===== src/rtl/i2c_seq_pkg.sv =====
// Shared types for the I2C transaction sequencer: queue entry layouts and FSM states.
package i2c_seq_pkg;

  typedef struct packed {
    logic [6:0] addr;
    logic       rw;
    logic [7:0] data;
    logic       last;
  } cmd_t;

  typedef struct packed {
    logic [7:0] data;
    logic       ack_error;
  } rsp_t;

  typedef enum logic [1:0] {
    IDLE,
    ISSUE,
    ACTIVE,
    FLUSH
  } state_t;

  localparam int CMD_W = $bits(cmd_t);
  localparam int RSP_W = $bits(rsp_t);

endpackage


===== src/rtl/sync_fifo.sv =====
// Single-clock FIFO with an extra wrap bit on each pointer to tell full from empty.
// A push while full is accepted only if a pop frees the slot in the same cycle.
module sync_fifo #(
  parameter int WIDTH = 8,
  parameter int DEPTH = 16
) (
  input  logic                     clock,
  input  logic                     reset,
  input  logic                     push,
  input  logic [WIDTH-1:0]         wdata,
  input  logic                     pop,
  output logic [WIDTH-1:0]         rdata,
  output logic                     full,
  output logic                     empty,
  output logic [$clog2(DEPTH):0]   count
);

  localparam int AW = $clog2(DEPTH);

  logic [WIDTH-1:0] mem_q [DEPTH];
  logic [AW:0]      wr_ptr_q, wr_ptr_d;
  logic [AW:0]      rd_ptr_q, rd_ptr_d;
  logic             do_push, do_pop;

  assign empty   = (wr_ptr_q == rd_ptr_q);
  assign full    = (wr_ptr_q[AW] != rd_ptr_q[AW]) &&
                   (wr_ptr_q[AW-1:0] == rd_ptr_q[AW-1:0]);
  assign count   = wr_ptr_q - rd_ptr_q;
  assign rdata   = mem_q[rd_ptr_q[AW-1:0]];
  assign do_pop  = pop && !empty;
  assign do_push = push && (!full || do_pop);

  always_comb begin
    wr_ptr_d = wr_ptr_q + {{AW{1'b0}}, do_push};
    rd_ptr_d = rd_ptr_q + {{AW{1'b0}}, do_pop};
  end

  always_ff @(posedge clock) begin
    if (reset) begin
      wr_ptr_q <= '0;
      rd_ptr_q <= '0;
    end else begin
      wr_ptr_q <= wr_ptr_d;
      rd_ptr_q <= rd_ptr_d;
    end
  end

  // NOTE: storage is deliberately not reset; the pointers alone decide which entries are valid.
  always_ff @(posedge clock) begin
    if (do_push) mem_q[wr_ptr_q[AW-1:0]] <= wdata;
  end

endmodule


===== src/rtl/i2c_txn_sequencer.sv =====
// Command-queue front end for the i2c_master byte engine: issues queued bytes, holds ena
// across multi-byte transactions, and collects read data / ACK status into a response FIFO.
module i2c_txn_sequencer
  import i2c_seq_pkg::*;
#(
  parameter int CMD_DEPTH = 16,
  parameter int RSP_DEPTH = 16
) (
  input  logic       clock,
  input  logic       reset,
  input  logic       cmd_valid,
  output logic       cmd_ready,
  input  logic [6:0] cmd_addr,
  input  logic       cmd_rw,
  input  logic [7:0] cmd_data,
  input  logic       cmd_last,
  output logic       rsp_valid,
  input  logic       rsp_ready,
  output logic [7:0] rsp_data,
  output logic       rsp_ack_error,
  output logic       i2c_ena,
  output logic [6:0] i2c_addr,
  output logic       i2c_rw,
  output logic [7:0] i2c_data_wr,
  input  logic       i2c_busy,
  input  logic [7:0] i2c_data_rd,
  input  logic       i2c_ack_error,
  output logic       idle,
  output logic       err_sticky,
  output logic       ovf_sticky,
  output logic       unf_sticky,
  input  logic       err_clear
);

  localparam int CMD_CW = $clog2(CMD_DEPTH) + 1;
  localparam int RSP_CW = $clog2(RSP_DEPTH) + 1;

  cmd_t              cmd_in, cmd_head;
  logic              cmd_full, cmd_empty, cmd_push, cmd_pop;
  logic [CMD_CW-1:0] cmd_count;
  rsp_t              rsp_in, rsp_head;
  logic              rsp_full, rsp_empty, rsp_push;
  logic [RSP_CW-1:0] rsp_level_unused;

  state_t     state_q, state_d;
  logic       busy_q;
  logic       ena_q, ena_d;
  logic [6:0] addr_q, addr_d;
  logic       rw_q, rw_d;
  logic [7:0] data_wr_q, data_wr_d;
  logic       infl_rw_q, infl_rw_d;
  logic       infl_last_q, infl_last_d;
  logic       err_q, err_d, ovf_q, ovf_d, unf_q, unf_d;
  logic       err_set, ovf_set, unf_set;
  logic       busy_rise, busy_fall;

  assign cmd_in    = '{addr: cmd_addr, rw: cmd_rw, data: cmd_data, last: cmd_last};
  assign cmd_ready = !cmd_full;
  assign cmd_push  = cmd_valid && !cmd_full;
  assign rsp_in    = '{data: i2c_data_rd, ack_error: i2c_ack_error};
  assign busy_rise = i2c_busy && !busy_q;
  assign busy_fall = !i2c_busy && busy_q;

  sync_fifo #(.WIDTH(CMD_W), .DEPTH(CMD_DEPTH)) u_cmd_fifo (
    .clock (clock),
    .reset (reset),
    .push  (cmd_push),
    .wdata (cmd_in),
    .pop   (cmd_pop),
    .rdata (cmd_head),
    .full  (cmd_full),
    .empty (cmd_empty),
    .count (cmd_count)
  );

  sync_fifo #(.WIDTH(RSP_W), .DEPTH(RSP_DEPTH)) u_rsp_fifo (
    .clock (clock),
    .reset (reset),
    .push  (rsp_push),
    .wdata (rsp_in),
    .pop   (rsp_ready),
    .rdata (rsp_head),
    .full  (rsp_full),
    .empty (rsp_empty),
    .count (rsp_level_unused)
  );

  // NOTE: every signal assigned here gets a default first, so no path can infer a latch.
  always_comb begin
    state_d     = state_q;
    ena_d       = ena_q;
    addr_d      = addr_q;
    rw_d        = rw_q;
    data_wr_d   = data_wr_q;
    infl_rw_d   = infl_rw_q;
    infl_last_d = infl_last_q;
    cmd_pop     = 1'b0;
    rsp_push    = 1'b0;
    err_set     = 1'b0;
    unf_set     = 1'b0;

    unique case (state_q)
      IDLE: begin
        if (!cmd_empty) begin
          addr_d    = cmd_head.addr;
          rw_d      = cmd_head.rw;
          data_wr_d = cmd_head.data;
          ena_d     = 1'b1;
          state_d   = ISSUE;
        end
      end
      ISSUE: begin
        if (busy_rise) begin
          cmd_pop     = 1'b1;
          infl_rw_d   = cmd_head.rw;
          infl_last_d = cmd_head.last;
          // The byte just latched is still the head, so a follow-up needs a second entry.
          if (cmd_head.last) begin
            ena_d = 1'b0;
          end else if (cmd_count < CMD_CW'(2)) begin
            ena_d   = 1'b0;
            unf_set = 1'b1;
          end
          state_d = ACTIVE;
        end
      end
      ACTIVE: begin
        // Head advanced on the pop in ISSUE; present it while ena is held.
        if (ena_q) begin
          addr_d    = cmd_head.addr;
          rw_d      = cmd_head.rw;
          data_wr_d = cmd_head.data;
        end
        if (busy_fall) begin
          rsp_push = infl_rw_q;
          err_set  = i2c_ack_error;
          if (i2c_ack_error && !infl_last_q && ena_q) begin
            ena_d   = 1'b0;
            state_d = FLUSH;
          end else if (ena_q) begin
            state_d = ISSUE;
          end else begin
            state_d = IDLE;
          end
        end
      end
      FLUSH: begin
        if (!cmd_empty) begin
          cmd_pop = 1'b1;
          if (cmd_head.last) state_d = IDLE;
        end
      end
      default: state_d = IDLE;
    endcase
  end

  // A full-FIFO push is only a drop when no pop makes room in the same cycle.
  assign ovf_set = rsp_push && rsp_full && !rsp_ready;

  always_comb begin
    err_d = err_set || (err_q && !err_clear);
    ovf_d = ovf_set || (ovf_q && !err_clear);
    unf_d = unf_set || (unf_q && !err_clear);
  end

  // NOTE: non-blocking assignments so every flop samples pre-edge values regardless of order.
  always_ff @(posedge clock) begin
    if (reset) begin
      state_q     <= IDLE;
      busy_q      <= 1'b0;
      ena_q       <= 1'b0;
      addr_q      <= '0;
      rw_q        <= 1'b0;
      data_wr_q   <= '0;
      infl_rw_q   <= 1'b0;
      infl_last_q <= 1'b0;
      err_q       <= 1'b0;
      ovf_q       <= 1'b0;
      unf_q       <= 1'b0;
    end else begin
      state_q     <= state_d;
      busy_q      <= i2c_busy;
      ena_q       <= ena_d;
      addr_q      <= addr_d;
      rw_q        <= rw_d;
      data_wr_q   <= data_wr_d;
      infl_rw_q   <= infl_rw_d;
      infl_last_q <= infl_last_d;
      err_q       <= err_d;
      ovf_q       <= ovf_d;
      unf_q       <= unf_d;
    end
  end

  assign i2c_ena       = ena_q;
  assign i2c_addr      = addr_q;
  assign i2c_rw        = rw_q;
  assign i2c_data_wr   = data_wr_q;
  assign rsp_valid     = !rsp_empty;
  assign rsp_data      = rsp_head.data;
  assign rsp_ack_error = rsp_head.ack_error;
  assign idle          = (state_q == IDLE) && cmd_empty;
  assign err_sticky    = err_q;
  assign ovf_sticky    = ovf_q;
  assign unf_sticky    = unf_q;

endmodule

===== config.mk =====
export PLATFORM = sky130hd
export DESIGN_NAME = i2c_txn_sequencer
export DESIGN_NICKNAME = d
export VERILOG_FILES = /design/src/rtl/i2c_seq_pkg.sv /design/src/rtl/sync_fifo.sv /design/src/rtl/i2c_txn_sequencer.sv
export SDC_FILE = /design/constraint.sdc
export NUM_CORES = 1
export LEC_CHECK = 0
export CORE_MARGIN = 8
export CORE_UTILIZATION = 38
export CTS_CLUSTER_DIAMETER = 30
export DETAILED_ROUTE_END_ITERATION = 16
export SETUP_SLACK_MARGIN = 0.02
export SYNTH_ARGS = -nofsm -noshare
export SYNTH_HDL_FRONTEND = slang
export SYNTH_SLANG_ARGS = --single-unit

===== constraint.sdc =====
create_clock -name clock -period 12.6 [get_ports clock]
set_input_delay 1.89 -clock clock [delete_from_list [all_inputs] [get_ports clock]]
set_output_delay 1.89 -clock clock [all_outputs]
set_load 0.01 [all_outputs]

Yosys cells after proc, flatten, opt, wreduce, memory -nomap -nowiden
Memory sizes are Yosys's and may differ from the RTL's. A register that Yosys moved wholly into a read port is not among the register bits.
Index checks and enable logic that the tools add are counted.

word-level totals
  register bits = 45
  memory bits (writable) = 416
  bits of input ports = 32
  output and inout bits = 32
  logic and storage cells = 119
  memories kept = 2

cells by class
  add/subtract/negate cells = 5
  magnitude comparators = 1
  equality and inequality tests = 17
  muxes and demuxes = 41
  reductions and logical operators = 38

memory list
  name              depth  width  read ports  clocked after Yosys merged registers in  wr ports  RTL line         text
  u_cmd_fifo.mem_q  16     17     1           1                                        1         sync_fifo.sv:20  logic [WIDTH-1:0] mem_q [DEPTH];
  u_rsp_fifo.mem_q  16     9      1           1                                        1         sync_fifo.sv:20

operators with widths
  kind                  count
  $mux W1               23
  $add A5 B1 Y5         4
  $logic_and A1 B1 Y1   17
  $mux W8               2
  $pmux W8 S2           1
  $mux W7               2
  $ne A2 B2 Y1 const B  7
  $pmux W7 S2           1
  $mux W2               6
  $eq A5 B5 Y1          2
  $logic_not A1 Y1      9
  $eq A4 B4 Y1          2
  $mux W4               2
  $pmux W2 S4           1
  $reduce_and A6 Y1     1
  $logic_or A1 B1 Y1    5
  $lt A5 B2 Y1 const B  1
  $reduce_and A5 Y1     1
  $sub A5 B5 Y5         1
  $eq A2 B2 Y1 const B  2
  $pmux W1 S2           2
  $ne A3 B3 Y1 const B  1
  $pmux W1 S3           1
  $reduce_and A3 Y1     1
  6 further kinds       7

Logic depth before layout (Yosys ltp)
Gate-level depths: netlist of the first run.

  depth after elaboration = 9
  mapped depth = 13
  mapped depth without buffers = 10

Cells and area by module
A second synthesis of the first run with hierarchy kept.

second synthesis, totals
  cells, all modules = 950
  area total of the unflattened synthesis = 18,154.9 um^2

modules (own cells, without submodules)
  module                  times used  cells each  area an instance (um^2)  seq. area each (um^2)
  sync_fifo (u_cmd_fifo)  1           506         10,882.9                 8,368.0
  sync_fifo (u_rsp_fifo)  1           329         6,170.9                  4,524.3
  i2c_txn_sequencer       1           115         1,101.1                  500.5

Least setup slack after synthesis of the first run
Ideal clock, no wire load.

  path type = input port to flip-flop
  from = in cmd_valid
  to = mem u_cmd_fifo.mem_q[0][0] in the netlist's numbering, enable pin
  library setup time = 0.412 ns
  arrival time = 3.852 ns
  required time = 12.188 ns
  slack = 8.335 ns
  cell stages on the path = 4
  buffers on the path = 1
  path through = and2_1 > clkbuf_1 > or3b_2 > nor3_1

on the way
  word-level cells in the longest chain between the ends = 4

RTL lines
  what                           RTL line                 text
  start, declared                i2c_txn_sequencer.sv:11  input logic cmd_valid,
  $logic_and A1 B1 Y1            i2c_txn_sequencer.sv:59  assign cmd_push = cmd_valid && !cmd_full;
  $logic_and A1 B1 Y1            sync_fifo.sv:31          assign do_push = push && (!full || do_pop);
  $mux W1                        sync_fifo.sv:50          if (do_push) mem_q[wr_ptr_q[AW-1:0]] <= wdata;
  $mux W1 (implied by the code)  sync_fifo.sv:50
  end, declared                  sync_fifo.sv:20

Every way passes these cells.

Worst setup path in the final report of the first run
  from = reg u_cmd_fifo.rd_ptr_q[3]
  to = out idle

on the way
  word-level cells in the longest chain between the ends = 2

RTL lines
  what                    RTL line                  text
  start, declared         sync_fifo.sv:22           logic [AW:0] rd_ptr_q, rd_ptr_d;
  start signal, assigned  sync_fifo.sv:44           rd_ptr_q <= rd_ptr_d;
  $eq A5 B5 Y1            sync_fifo.sv:25           assign empty = (wr_ptr_q == rd_ptr_q);
  $logic_and A1 B1 Y1     i2c_txn_sequencer.sv:202  assign idle = (state_q == IDLE) && cmd_empty;
  end, declared           i2c_txn_sequencer.sv:28   output logic idle,

Every way passes these cells.

==> flow_summary.toml, run 1 <==
[outcome]
status = "completed"

[die]
fp.dieW_um = 234
fp.dieH_um = 234
initial_core_util_pct = 38.2
row_count = 80
coreArea_um2 = 47300
io_pins = 64
die_area_um2 = 54900

[power_and_ir_drop]
p_leak_nw = 7.12
p_sw_share_pct = 22.3
p_int_w = 0.00321
p_sw_w = 0.000921
power_frac_comb_pct = 7.4
power_frac_seq_pct = 42.0
p_per_area_nw_per_um2 = 186
pwr-share-clk_pct = 50.6
peakVddDrop_uv = 101
p_total_w = 0.00413

[critical_path]
reg2reg_depth = 7
crit_end = "idle"
cp-startpoint = "u_cmd_fifo.rd_ptr_q[3]"
cp.required_ns = 10.71
regToRegSetupSlack_ns = 8.27
worstSetupEndpointType = "output port"
arrival_ns = 3.62
crit_type = "flop to output port"
start_kind = "flop"
r2r_end = "u_cmd_fifo.mem_q[2][16]"
r2r-start = "u_cmd_fifo.rd_ptr_q[3]"
worstPathMaxFanout = 18

[global_routing]
track_usage_pct = 13.7
grt_pass1_vias = 8932
antenna_found_initial = 2
overflow = 0
grt_pass1_wl_mm = 55.9
grt_max_degree = 69

[timing]
timing.final.crit_share_pct = 43.7
setup_viol = 0
slew_viol_final = 0
final.min_clock_period_ns = 5.51
clock_skew_ns = 0.0294
tightest_slew_ns = 1.20
slew_headroom_pct = 19.9
finalSetupTns_ns = 0
rsz0062_at_grt = "no"
fmax_mhz = 182
hold_violations = 0

[synth]
synth-edff-count = 416
ys.flop_type = "edfxtp_1"
synthAdderAreaFrac_pct = 1.22
synth-simple-area-share_pct = 3.51
synthCells = 855
synth_area_um2 = 18100
syn_nets = 904
syn-mean-instance-area_um2 = 21.2
synth_top_family_by_area = "multiplexers"
async_flop_share_pct = 0
synth_largest_area_cell = "edfxtp_1"
synth_commonest_cells = "416 x edfxtp_1, 98 x mux4_2, 67 x nor2_1"
ys_types = 51
ys_ff_latch = 461
ys_seq_area_share_pct = 74.0
synth-xor-area-share_pct = 1.02
synth_most_common_cell = "edfxtp_1"
synth.top_cell.area_share_pct = 69.0
synth-compound-area-share_pct = 0.892
ys_top_cells_by_area = "edfxtp_1 69%, mux4_2 12%, dfxtp_1 5.0%"
synthMuxAreaShare_pct = 17.7
ys_warn_count = 0

[run]
maxCapViolCount = 0

[cells_and_area]
layout-drive-gt1-share_pct = 26.5
area_delta_synth_final_pct = 22.5
nets = 1034

[worst_hold_path]
min_path_cells = 2
hold_class = "flop to flop"

[route]
drc = 0
routedWlPerCell_um = 22.0
wirelength_mm = 36.8
met1_length_mm = 16.2
drtIter0Drc = 639
num_vias = 8550
detail_route.first_pass.iterations = 5
top_layer = "met5"
ant_nets = 0
dr_wl_met2_mm = 17.9
met3_length_mm = 1.92
routed_via_density = 5.12

[cts]
clockRootBuffer = "clkbuf_16"
clock_latency_ns = 0.59
cts_tree = "yes"
clock_path_buffers = 3
cts.clk_slew.worst_paths_ns = 0.04
hold_buffers = 0
numCtsBuffers = 83
cts_resized = 0
h-tree-depth = 3
clock_sinks = 461
post_cts_buffers = 0

[placed_design]
gp_congestion = 0.711
dp.final_hpwl_mm = 20.9
io_buffers = 63
==> worst max-delay path: stages, from the launching register on <==
cell and delay, ns:
dfxtp_1 1.10, inv_1 0.31, ha_1 0.44, and4_1 0.23, nand2_1 0.11, nor2_1 0.25
clkdlybuf4s50_1 0.60
==> logic make-up (layout without fill, tap and decap cells) <==
family,count (synthesis),in the layout
AO/OA/AOI/OAI,21,21
XOR/XNOR,21,21
adder cells (fa/ha/maj),17,17
buffers and inverters,52,252
flip-flops,461,461
multiplexers,149,149
other,0,1
AND/OR/NAND/NOR,134,134
==> sequential cells by signal (all words and copies together), names as in the netlist, 2 cells and up <==
name / count
i2c_addr: 7
i2c_data_wr: 8
state_q: 2
u_cmd_fifo.mem_q: 272
u_cmd_fifo.rd_ptr_q: 5
u_cmd_fifo.wr_ptr_q: 5
u_rsp_fifo.mem_q: 144
u_rsp_fifo.rd_ptr_q: 5
u_rsp_fifo.wr_ptr_q: 5
==> power by group through the flow <==
| stage | logic [W] | clock network, W | registers, W |
|---|---|---|---|
| after floorplan | 0.000192 | 0 | 0.00176 |
| after global placement | 0.000308 | 0 | 0.00176 |
| after detailed placement | 0.000313 | 0 | 0.00176 |
| after CTS | 0.000314 | 0.00214 | 0.00173 |
| after global routing | 0.000333 | 0.00221 | 0.00174 |
| final | 0.000306 | 0.00209 | 0.00173 |
==> per-stage QoR <==
step	hold WS [ns]	utilization, %	setup slack [ns]	std cells	instance area (µm²)
floorplan	0.461	-	8.34	855	18100
global placement	0.464	41.1	7.68	1515	19500
finish	0.472	46.8	7.09	1671	22200
CTS	0.476	46.8	6.97	1670	22200
detailed placement	0.469	41.1	7.60	1515	19500
global route	0.511	46.8	6.88	1670	22200
==> cells in the final DEF (no fill, tap or decap), types with 9 or more instances in the layout <==
cell,Yosys,final
edfxtp_1,416,416
xor2_1,9,9
nand2_1,10,10
nor2b_1,11,11
clkdlybuf4s50_1,0,62
mux4_1,30,30
mux4_2,98,98
clkinvlp_4,0,13
ha_1,16,16
clkbuf_16,0,85
inv_1,11,11
xnor2_1,12,12
nand3_1,12,12
mux2i_1,20,20
dfxtp_1,45,42
clkbuf_1,17,12
clkinv_2,0,13
clkinv_1,0,9
nor2_2,1,12
nor2_1,67,55
buf_4,0,22
==> layer usage <==
metal / up-vias / global-route usage, %
met5: - / 0
met1: 4437 / 17.8
met2: 208 / 22.2
li1: 3828 / -
met4: 2 / 4.25
met3: 75 / 3.99
==> worst min path at each step <==
stage / startpoint / end
2_1_floorplan: infl_rw_q / infl_rw_q
4_1_cts: ovf_sticky / ovf_sticky
3_5_place_dp: ovf_sticky / ovf_sticky
3_3_place_gp: ovf_sticky / ovf_sticky
6_report: ovf_sticky / ovf_sticky
5_1_grt: ovf_sticky / ovf_sticky
==> layout make-up <==
cell class	instances	area [µm²]
fillers	3974	25200
inverters	12	45.0
flip-flops and latches	461	13400
repair buffers	85	791
well taps	615	769
clock buffers	102	2240
diodes	1	2.50
clock inverters	53	457
multi-input cells	342	4460
(Power assumes the default switching activity.)
==> run 2, diff against run 1 <==
==> constraint.sdc (replaced) <==
create_clock -name clock -period 5.4 [get_ports clock]
set_input_delay 0.81 -clock clock [delete_from_list [all_inputs] [get_ports clock]]
set_output_delay 0.81 -clock clock [all_outputs]
set_load 0.01 [all_outputs]
==> run 2 against run 1 <==
Against the previous run:
- combinational power up 140%
- utilization up 0.92 points
- sequential power up 130%
- global-route usage up 0.37 points
- first-iteration DRC count down 17%
- non-clock buffer count unchanged
- count of clock-buffer cells in the layout down 4
- largest power group unchanged
- design area up 2.0%
==> flow_summary.toml, run 2 (synthesis results as in run 1) <==
[global_routing]
overflow = 0
grt_max_degree = 68
grt_pass1_vias = 9013
grt_pass1_wl_mm = 57.1
antenna_found_initial = 1
track_usage_pct = 14.1

[power_and_ir_drop]
peakVddDrop_uv = 271
p_leak_nw = 7.34
p_per_area_nw_per_um2 = 461

[placed_design]
dp.final_hpwl_mm = 22.3
numPlacedInstances = 1515
gp_congestion = 0.741
dp_slack_ns = 1.80
io_buffers = 63

[run]
maxCapViolCount = 0

[cells_and_area]
area_delta_synth_final_pct = 24.9
fin_cells = 1678
most-common-layout-cells = "416 x edfxtp_1, 98 x mux4_2, 90 x clkbuf_16, 62 x clkdlybuf4s50_1, 55 x nor2_1"
antenna_cells = 0
layout_commonest_cell = "edfxtp_1"
nets = 1039
largest_reg_flops = 272
utilization_pct = 47.7
layout-drive-gt1-share_pct = 27.6

[timing]
clock_skew_ns = 0.0205
final.min_clock_period_ns = 4.05
timing.final.crit_share_pct = 75.0
rsz0062_at_grt = "no"
hold_violations = 0
setup_slack_ns = 1.35
finalSetupTns_ns = 0
fin_hold_ws_ns = 0.468
tightest_slew_ns = 1.13
fmax_mhz = 247
slew_headroom_pct = 24.2
slew_viol_final = 0
setup_viol = 0

[critical_path]
cp.required_ns = 4.59
crit_path_frequent_cell = "mux4_2"
cp_slowest_stage_delay_ns = 0.63
critPathSlowestCell = "mux4_2"
arrival_ns = 3.24
cp-startpoint = "u_rsp_fifo.rd_ptr_q[0]"
start_kind = "flop"
crit_type = "flop to output port"
r2r-start = "u_cmd_fifo.rd_ptr_q[2]"
worstPathMaxFanout = 33
worstSetupEndpointType = "output port"
path_cells = "buf_4 > mux4_2 > mux4_2 > clkdlybuf4s50_1"

[cts]
cts_tree = "yes"
post_cts_buffers = 0
clock_path_buffers = 3
h-tree-depth = 3
clock_latency_ns = 0.60
cts_resized = 0
hold_buffers = 0
clockRootBuffer = "clkbuf_16"
clock_sinks = 461
cts.clk_slew.worst_paths_ns = 0.05
numCtsBuffers = 88

[route]
routed_via_density = 5.14
routedWlPerCell_um = 22.4
drtIter0Drc = 532
num_vias = 8626
detail_route.first_pass.iterations = 4
wirelength_mm = 37.6
drc = 0
ant_nets = 0

[die]
row_count = 80
coreArea_um2 = 47300
fp.dieH_um = 234
fp.dieW_um = 234
io_pins = 64
initial_core_util_pct = 38.2
die_area_um2 = 54900

[worst_hold_path]
hold_class = "flop to flop"
min_from = "ovf_sticky"

[outcome]
status = "completed"
run 2: changes by cell type in the layout (fill, tap and decap cells not counted), sizes merged:
cell,previous run,this run
clkinv,28,26
diode,1,0
clkbuf,102,98
clkinvlp,13,8
bufinv,4,16
inv,20,27
run 2: cell type report:
type	count	area (µm²)
fillers	3884	24700
flip-flops and latches	461	13400
multi-input cells	342	4470
clock buffers	98	2290
clock inverters	65	838
repair buffers	85	791
well taps	615	769
inverters	12	45.0
run 2: per-layer routing:
metal | vias up | track usage, % | part of all wire (%)
met2 | 214 | 22.6 | 49
li1 | 3855 | - | -
met5 | - | 0 | 0.021
met3 | 69 | 4.12 | 5.5
met4 | 2 | 4.58 | 2.0
met1 | 4486 | 18.3 | 44
run 2: metrics by stage:
stage / instance area, µm² / total power [W]
2_1_floorplan: 18100 / 0.00455
3_3_place_gp: 19500 / 0.00484
3_5_place_dp: 19500 / 0.00484
4_1_cts: 22600 / 0.0106
5_1_grt: 22600 / 0.0108
6_report: 22600 / 0.0104
run 2: worst paths after layout:
| kind | end | slack [ns] | cells past startpoint |
|---|---|---|---|
| setup / recovery | rsp_data[5] | 1.35 | 4 |
| hold / removal | ovf_sticky | 0.47 | 2 |
| setup reg to reg | u_cmd_fifo.mem_q[1][3] | 1.85 | 7 |
| hold reg to reg | ovf_sticky | 0.47 | 2 |
run 2: where the power goes:
part | internal [W] | total [W] | switching [W]
sequential | 0.00398 | 0.00404 | 0.0000553
clock | 0.00385 | 0.00567 | 0.00182
combinational | 0.000352 | 0.000720 | 0.000368
total | 0.00818 | 0.0104 | 0.00225
run 2: worst max-delay path, delay by kind of cell, from the launching register on:
| family | cells | cell delay, ns |
|---|---|---|
| DFF | 1 | 0.43 |
| muxes | 2 | 1.11 |
| buffers and inverters | 2 | 1.06 |
